File: config.mk
export PLATFORM = sky130hd
export DESIGN_NAME = half_adder
export DESIGN_NICKNAME = d
export VERILOG_FILES = /design/src/rtl/half_adder.sv
export SDC_FILE = /design/constraint.sdc
export NUM_CORES = 1
export LEC_CHECK = 0
export CAP_MARGIN = 20
export CORE_AREA = 2 2 39 41
export CTS_BUF_LIST = sky130_fd_sc_hd__clkbuf_8
export CTS_CLUSTER_DIAMETER = 80
export DETAILED_ROUTE_END_ITERATION = 8
export DIE_AREA = 0 0 41 43
export GPL_TIMING_DRIVEN = 0
export SETUP_SLACK_MARGIN = 0.15
export SLEW_MARGIN = 0
export SYNTH_ARGS = -nofsm -noshare
export SYNTH_HDL_FRONTEND = slang
export SYNTH_SLANG_ARGS = --single-unit
File: constraint.sdc
create_clock -name clk -period 1.8 [get_ports clk]
set_clock_uncertainty 0.2 [all_clocks]
set_input_delay 0.18 -clock clk [delete_from_list [all_inputs] [get_ports clk]]
set_output_delay 0.18 -clock clk [all_outputs]
set_load 0.05 [all_outputs]
File: src/rtl/half_adder.sv
// Single-bit half adder: combinational sum/carry, registered copies of both,
// and a saturating count of clock edges on which the carry was set.
module half_adder #(
    parameter int unsigned CNT_W = 8
) (
    input  logic             clk,
    input  logic             rst_n,
    input  logic             A,
    input  logic             B,
    output logic             suma,
    output logic             acarreo,
    output logic             suma_q,
    output logic             acarreo_q,
    output logic [CNT_W-1:0] carry_cnt
);

    assign suma    = A ^ B;
    assign acarreo = A & B;

    always_ff @(posedge clk or negedge rst_n) begin
        if (!rst_n) begin
            suma_q    <= 1'b0;
            acarreo_q <= 1'b0;
            carry_cnt <= '0;
        end else begin
            suma_q    <= suma;
            acarreo_q <= acarreo;
            // Holds at all ones rather than wrapping.
            if (acarreo && (carry_cnt != '1))
                carry_cnt <= carry_cnt + CNT_W'(1);
        end
    end

endmodule

# Word level (Yosys, flattened, before mapping)

Index checks and enable logic that the tools add are counted.

Input bits: 4
Bits in registers: 10
Logic and storage cells: 8
Output and inout bits: 12

Bitwise operators: 2
Reduce and logical (&&, ||, !) cells: 1
Add/subtract/negate cells: 1
Eq/ne operators: 1

Operator list:

| kind                                          | number |
|---|---|
| adder 8 x 1 -> 8 bit (second input constant)  | 1 |
| inequality test 8 bit (second input constant) | 1 |
| bitwise AND 1 bit                             | 1 |
| logical AND 1 bit                             | 1 |
| bitwise XOR 1 bit                             | 1 |

# Logic depth before layout (Yosys ltp)

Gate-level depths: netlist (run 1).

Word-level depth: 2
Depth in mapped cells: 4
Mapped depth without buffers: 4

# Least setup slack after synthesis (run 1)

No wires, ideal clock.

Path kind: register -> register
From: register carry_cnt[0]
To: register carry_cnt[1]
Path slack: -0.131 ns
Arrival: 1.603 ns
Required time: 1.472 ns
Cell stages (with the launch flop): 5
Path buffers: 0
Path through: dfrtp_1 ha_1 nand4_1 o21ai_2 mux2_1

Word-level cells in the longest chain between the ends: 2
Elaborated cells between the ends (all ways): 3
Classes of those cells: add/sub (1); eq/ne (1); reduce/logical (1)

RTL lines:

| what                                                                         | RTL line | text |
|---|---|---|
| start, declared                                                              | 14       | `output logic [CNT_W-1:0] carry_cnt` |
| start signal, assigned                                                       | 30       | `carry_cnt <= carry_cnt + CNT_W'(1);` |
| parallel branches: the longest is 2 deep, another holds adder 8 x 1 -> 8 bit | --       |  |

Several ways; the timed one is not identified.
A chain may end at the register's enable or synchronous reset.

# Worst setup path in the final report (run 1)

Ends and elaborated chain as after synthesis.

==> reports/qor.yml, run 1 <==
run_status: "complete, no violations"
fp-row-count: 14
ioPinCount: 16
io_buffers: 15
grt_pass1_wl_mm: 1.66
clk_pin_slew_ns: 0.05
via_count: 381
antenna_found_initial: 0
grt-ovfl-total: 0
crit_arrival_ns: 1.50
cts_tree: "yes"
root_buffer: "clkbuf_8"
ir_worst_vdd_uv: 744
coreArea_um2: 1380
postCtsSetupBuffers: 0
relSlewSlack: 0.677
post-place-ws_ns: -0.424
netlist_area_um2: 472
drtIter0Drc: 9
finalHoldViolations: 0
clk_latency_ns: 0.24
cap_violations: 0
gr-usage-met2: 0.219
first_global_vias: 372
crit_path_top_delay_cell: "dfrtp_2"
grt_use_total: 0.145
synth_cells: 38
cp-start-kind: "flop"
met3_usage: 0.0471
syn_to_final_growth_pct: 45.9
worst-setup-path-type: "reg -> reg"
synth_cell_types: 21
grt_max_degree: 11
setup_slack_ns: 0.209
ys_ff_latch: 10
htreeDepth: 1
initial_utilization: 0.341
path_max_fanout: 4
gp_congestion: 0.698
diodes: 0
rsz0062_at_grt: "no"
syn_nets: 44
clock_path_buffers: 2
syn-mean-instance-area_um2: 12.4
drc: 0
routed_via_density: 5.22
worst_pin_slew_ns: 0.482
setup-tns-final_ns: 0
drt_wl_total_mm: 1.03
hold_class: "in -> async"
critical-path-top-delay-family: "flip-flops"
dr.pass1.iters: 4
cp_num_buf_inv: 0
finalSetupViolations: 0
p_leak_nw: 0.279
numCtsBuffers: 3
place_hpwl_um: 719
final_area_um2: 688
placed_cell_area_um2: 663
dieArea_um2: 1760
cts_sinks: 10
layout_worst_path_cycle_share: 0.884
nets: 64
fmax_ghz: 0.629
min_period_ns: 1.59
powerDensity_nw_per_um2: 1680
busiest_layer: "met2"
yosys_warnings: 0
ant_nets: 0
critical_path.endpoint_type: "flop"
max_stage_delay_ns: 0.40
die_w_um: 41
crit_chain: "ha_4 > nand4_1 > o21ai_2 > mux2_1"
yosysSeqAreaShare: 0.531
drive_gt1_frac: 0.316
cts_hold_buf: 0
required_ns: 1.71
wire_per_inst_um: 14.1
die_y_um: 43
met1_usage: 0.174
slew_violations: 0
[report_power, final]
part / switching, mW / internal, mW / leakage [nW]
logic: 0.347 / 0.157 / 0.140
clock network: 0.0852 / 0.149 / 0.0269
registers: 0.109 / 0.307 / 0.112
total: 0.541 / 0.613 / 0.279
[logic make-up (layout without fill, tap and decap cells)]
kind of cell             after synthesis  in the layout  share of synthesized area
AND/OR/NAND/NOR                       12             12                      0.188
flip-flops                            10             10                      0.531
AO/OA/AOI/OAI                          7              7                     0.0982
XOR/XNOR                               4              4                     0.0743
adder cells (fa/ha/maj)                2              2                     0.0530
multiplexers                           2              2                     0.0477
buffers and inverters                  1             20                    0.00795
[cells in the final DEF, fill, tap and decap left out]
cell type / netlist / final
a21oi_1: 2 / 2
a31oi_1: 1 / 1
and2_1: 2 / 2
and4_1: 1 / 1
buf_2: 0 / 2
clkbuf_8: 0 / 3
clkdlybuf4s50_1: 0 / 3
dfrtp_1: 10 / 3
dfrtp_2: 0 / 7
dlygate4sd2_1: 0 / 10
ha_2: 0 / 1
ha_4: 0 / 1
inv_1: 1 / 2
mux2_1: 1 / 1
mux2_2: 1 / 1
nand2_1: 2 / 2
nand3_1: 1 / 1
nand3_4: 1 / 1
nand4_1: 2 / 2
nor2_1: 1 / 1
nor4b_2: 1 / 1
o2111ai_1: 1 / 1
o211ai_1: 1 / 1
o21ai_1: 1 / 1
o21ai_2: 1 / 1
or2_1: 1 / 1
xnor2_1: 4 / 4
[state kept, by name (all words and copies together) (netlist names)]
| name | flops |
|---|---|
| acarreo_q | 1 |
| carry_cnt | 8 |
| suma_q | 1 |
[synth_stat cells]
cell type | instances | share of area
or2_1 | 1 | 0.013
a31oi_1 | 1 | 0.013
nand2_1 | 2 | 0.016
o21ai_2 | 1 | 0.019
mux2_2 | 1 | 0.024
dfrtp_1 | 10 | 0.53
a21oi_1 | 2 | 0.021
o21ai_1 | 1 | 0.011
inv_1 | 1 | 0.0079
xnor2_1 | 4 | 0.074
and4_1 | 1 | 0.019
nor4b_2 | 1 | 0.032
nand3_4 | 1 | 0.037
nand3_1 | 1 | 0.011
mux2_1 | 1 | 0.024
nor2_1 | 1 | 0.0079
o211ai_1 | 1 | 0.016
and2_1 | 2 | 0.027
o2111ai_1 | 1 | 0.019
ha_1 | 2 | 0.053
nand4_1 | 2 | 0.027
[cell type report]
cell class	count	area [um2]
Tap cell	16	20.0
Timing Repair Buffer	15	128
Fill cell	144	696
Sequential cell	10	259
Clock buffer	3	41.3
Inverter	1	3.75
Clock inverter	1	3.75
Multi-Input combinational cell	27	233
[metrics by stage]
step | util | power (mW) | cells | hold WS, ns
final | 0.497 | 1.15 | 73 | 0.0731
after global routing | 0.497 | 1.23 | 73 | 0.101
after CTS | 0.505 | 1.17 | 73 | 0.0814
after detailed placement | 0.479 | 0.974 | 69 | 0.318
after global placement | 0.479 | 0.965 | 69 | 0.310
after floorplan | - | 0.782 | 38 | -0.316
[worst paths after layout]
path | start | end | slack (ns) | depth (start not counted)
setup / recovery | carry_cnt[0]$_DFFE_PN0P_ | carry_cnt[1]$_DFFE_PN0P_ | 0.21 | 4
hold / removal | rst_n | carry_cnt[7]$_DFFE_PN0P_ | 0.07 | 1
setup reg to reg | carry_cnt[0]$_DFFE_PN0P_ | carry_cnt[1]$_DFFE_PN0P_ | 0.21 | 4
hold reg to reg | carry_cnt[0]$_DFFE_PN0P_ | carry_cnt[0]$_DFFE_PN0P_ | 0.32 | 1
max in group asynchronous | rst_n | carry_cnt[6]$_DFFE_PN0P_ | 0.96 | 1
min in group clk | carry_cnt[0]$_DFFE_PN0P_ | carry_cnt[0]$_DFFE_PN0P_ | 0.32 | 1
[what timing repair did]
action	4_1_cts	5_1_grt
pin swaps	0	1
resized for setup	18	3
hold endpoints to repair	0	0
setup endpoints to repair	13	3
[per-layer routing]
metal | wire, um | up-vias
li1 | - | 176
met1 | 446 | 180
met2 | 484 | 21
met3 | 88 | 4
met4 | 10 | 0
met5 | 0 | -
[worst reg2reg max path: stages, from the launching register on]
cell	delay (ns)
dfrtp_2	0.40
ha_4	0.15
nand4_1	0.18
o21ai_2	0.21
mux2_1	0.33
Note: power is estimated with default switching activity, not from simulation.
==> inputs of run 2 (changes only) <==
--- a/config.mk
+++ b/config.mk
@@ -12,6 +12,7 @@
 export DETAILED_ROUTE_END_ITERATION = 8
 export DIE_AREA = 0 0 41 43
 export GPL_TIMING_DRIVEN = 0
+export PLACE_DENSITY = 0.71
 export SETUP_SLACK_MARGIN = 0.15
 export SLEW_MARGIN = 0
 export SYNTH_ARGS = -nofsm -noshare
==> run 2 against run 1 <==
- clock-buffer cell count stayed put
- worst setup slack worse by 0.039 ns
- utilization rose by 0.54 points
- die area unchanged
- wire length is 15% lower
- critical path depth decreased by 1
- first-iteration DRC count decreased by 56%
- via count grew 0.26%
- critical endpoint is now acarreo
- largest cell class unchanged
==> reports/qor.yml, run 2 (synthesis results as in run 1) <==
run_status: "complete, no violations"
r2r-start: "carry_cnt[0]$_DFFE_PN0P_"
critical-path-top-delay-family: "buffers and inverters"
crit_arrival_ns: 1.25
grt-ovfl-total: 0
cp_num_buf_inv: 2
via_count: 382
nets: 65
reg2reg_slack_ns: 0.23
largest_reg_flops: 8
required_ns: 1.42
grt_use_total: 0.128
finalHoldViolations: 0
hold_class: "in -> async"
p_leak_nw: 0.285
final_cell_mix: "dlygate4sd2_1, dfrtp_2, xnor2_1"
cap_violations: 0
initial_utilization: 0.341
cts_hold_buf: 0
root_buffer: "clkbuf_8"
syn_to_final_growth_pct: 47.5
clk_latency_ns: 0.23
numCtsBuffers: 3
finalSetupViolations: 0
die_y_um: 43
drtIter0Drc: 4
wire_per_inst_um: 11.9
dieArea_um2: 1760
max_stage_delay_ns: 0.46
die_w_um: 41
cts_tree: "yes"
ioPinCount: 16
layout_commonest_cell: "dlygate4sd2_1"
grt_max_degree: 11
first_global_vias: 358
crit_chain: "clkdlybuf4s50_1 > ha_1 > clkbuf_4"
grt_pass1_wl_mm: 1.52
coreArea_um2: 1380
min_period_ns: 1.63
placed_cell_area_um2: 663
drt_wl_total_um: 880
path_max_fanout: 8
powerDensity_nw_per_um2: 1640
ant_nets: 0
relSlewSlack: 0.675
slew_violations: 0
fp-row-count: 14
worst-setup-path-type: "in -> out"
rsz0062_at_grt: "yes"
dr.pass1.iters: 2
worst_pin_slew_ns: 0.489
crit_path_top_delay_cell: "clkdlybuf4s50_1"
antenna_found_initial: 0
r2r-end: "carry_cnt[1]$_DFFE_PN0P_"
final_area_um2: 696
clock_path_buffers: 2
drc: 0
layout_worst_path_cycle_share: 0.906
critical_path.endpoint_type: "output pin"
htreeDepth: 1
diodes: 0
routed_via_density: 5.16
power_mw: 1.14
fmax_ghz: 0.613
timing.hold.ws_ns: 0.0638
cp-start-kind: "primary input"
fill_cells: 139
gp_congestion: 0.742
largest_register: "carry_cnt"
ir_worst_vdd_uv: 574
io_buffers: 15
drive_gt1_frac: 0.310
top_regs: "carry_cnt: 8 flops, acarreo_q: 1 flops, suma_q: 1 flops"
clk_pin_slew_ns: 0.05
rr_worst_depth: 4
cts_sinks: 10
place_hpwl_um: 651
run 2: changes by cell type in the layout (fill, tap and decap cells not counted), sizes merged:
| cell | previous run | this run |
|---|---|---|
| clkbuf | 3 | 4 |
run 2: what timing repair did:
action	in CTS	in global routing
endpoints found under the setup margin	12	5
setup buffers	0	1
pin swaps	0	2
gates resized for setup	16	5
cloned	0	0
run 2: layer usage:
| metal | routed length (um) | global-route usage |
|---|---|---|
| met4 | 12 | 0.0800 |
| met5 | 0 | 0 |
| met1 | 389 | 0.166 |
| met2 | 442 | 0.181 |
| met3 | 35 | 0.0314 |
run 2: how the worst max path moves through the flow:
stage               slack, ns                startpoint                       end  cells past startpoint
finish                   0.17                         A                   acarreo                      3
floorplan                0.07  carry_cnt[0]$_DFFE_PN0P_  carry_cnt[1]$_DFFE_PN0P_                      4
detailed placement      -0.40                         A                   acarreo                      3
global route             0.11                         B  carry_cnt[7]$_DFFE_PN0P_                      5
CTS                      0.05                         A                   acarreo                      3
global placement        -0.38                         A                   acarreo                      3
run 2: worst reg2reg max path, cell delays in order (launching register included):
cell     delay, ns
dfrtp_2       0.40
ha_4          0.15
nand4_1       0.16
o21ai_2       0.20
mux2_1        0.33
run 2: power breakdown:
group | internal, mW | switching (mW) | total [mW]
combinational | 0.159 | 0.345 | 0.504
sequential | 0.307 | 0.0984 | 0.406
clock | 0.149 | 0.0831 | 0.232
run 2: through the flow:
| step | cells | setup TNS, ns | setup WS (ns) | util |
|---|---|---|---|---|
| global route | 74 | 0 | 0.109 | 0.503 |
| finish | 74 | 0 | 0.170 | 0.503 |
| CTS | 73 | 0 | 0.0511 | 0.505 |
| floorplan | 38 | 0 | 0.0661 | - |
| detailed placement | 69 | -0.767 | -0.397 | 0.479 |
| global placement | 69 | -0.705 | -0.383 | 0.479 |
run 2: final cells by class:
cell class	count	area [um2]	area share
sequential	10	259	0.372
multi-input combinational	27	230	0.331
timing repair buffer	16	138	0.198
clock buffer	3	41.3	0.0594
tap	16	20.0	0.0288
clock inverter	1	3.75	0.00540
inverter	1	3.75	0.00540
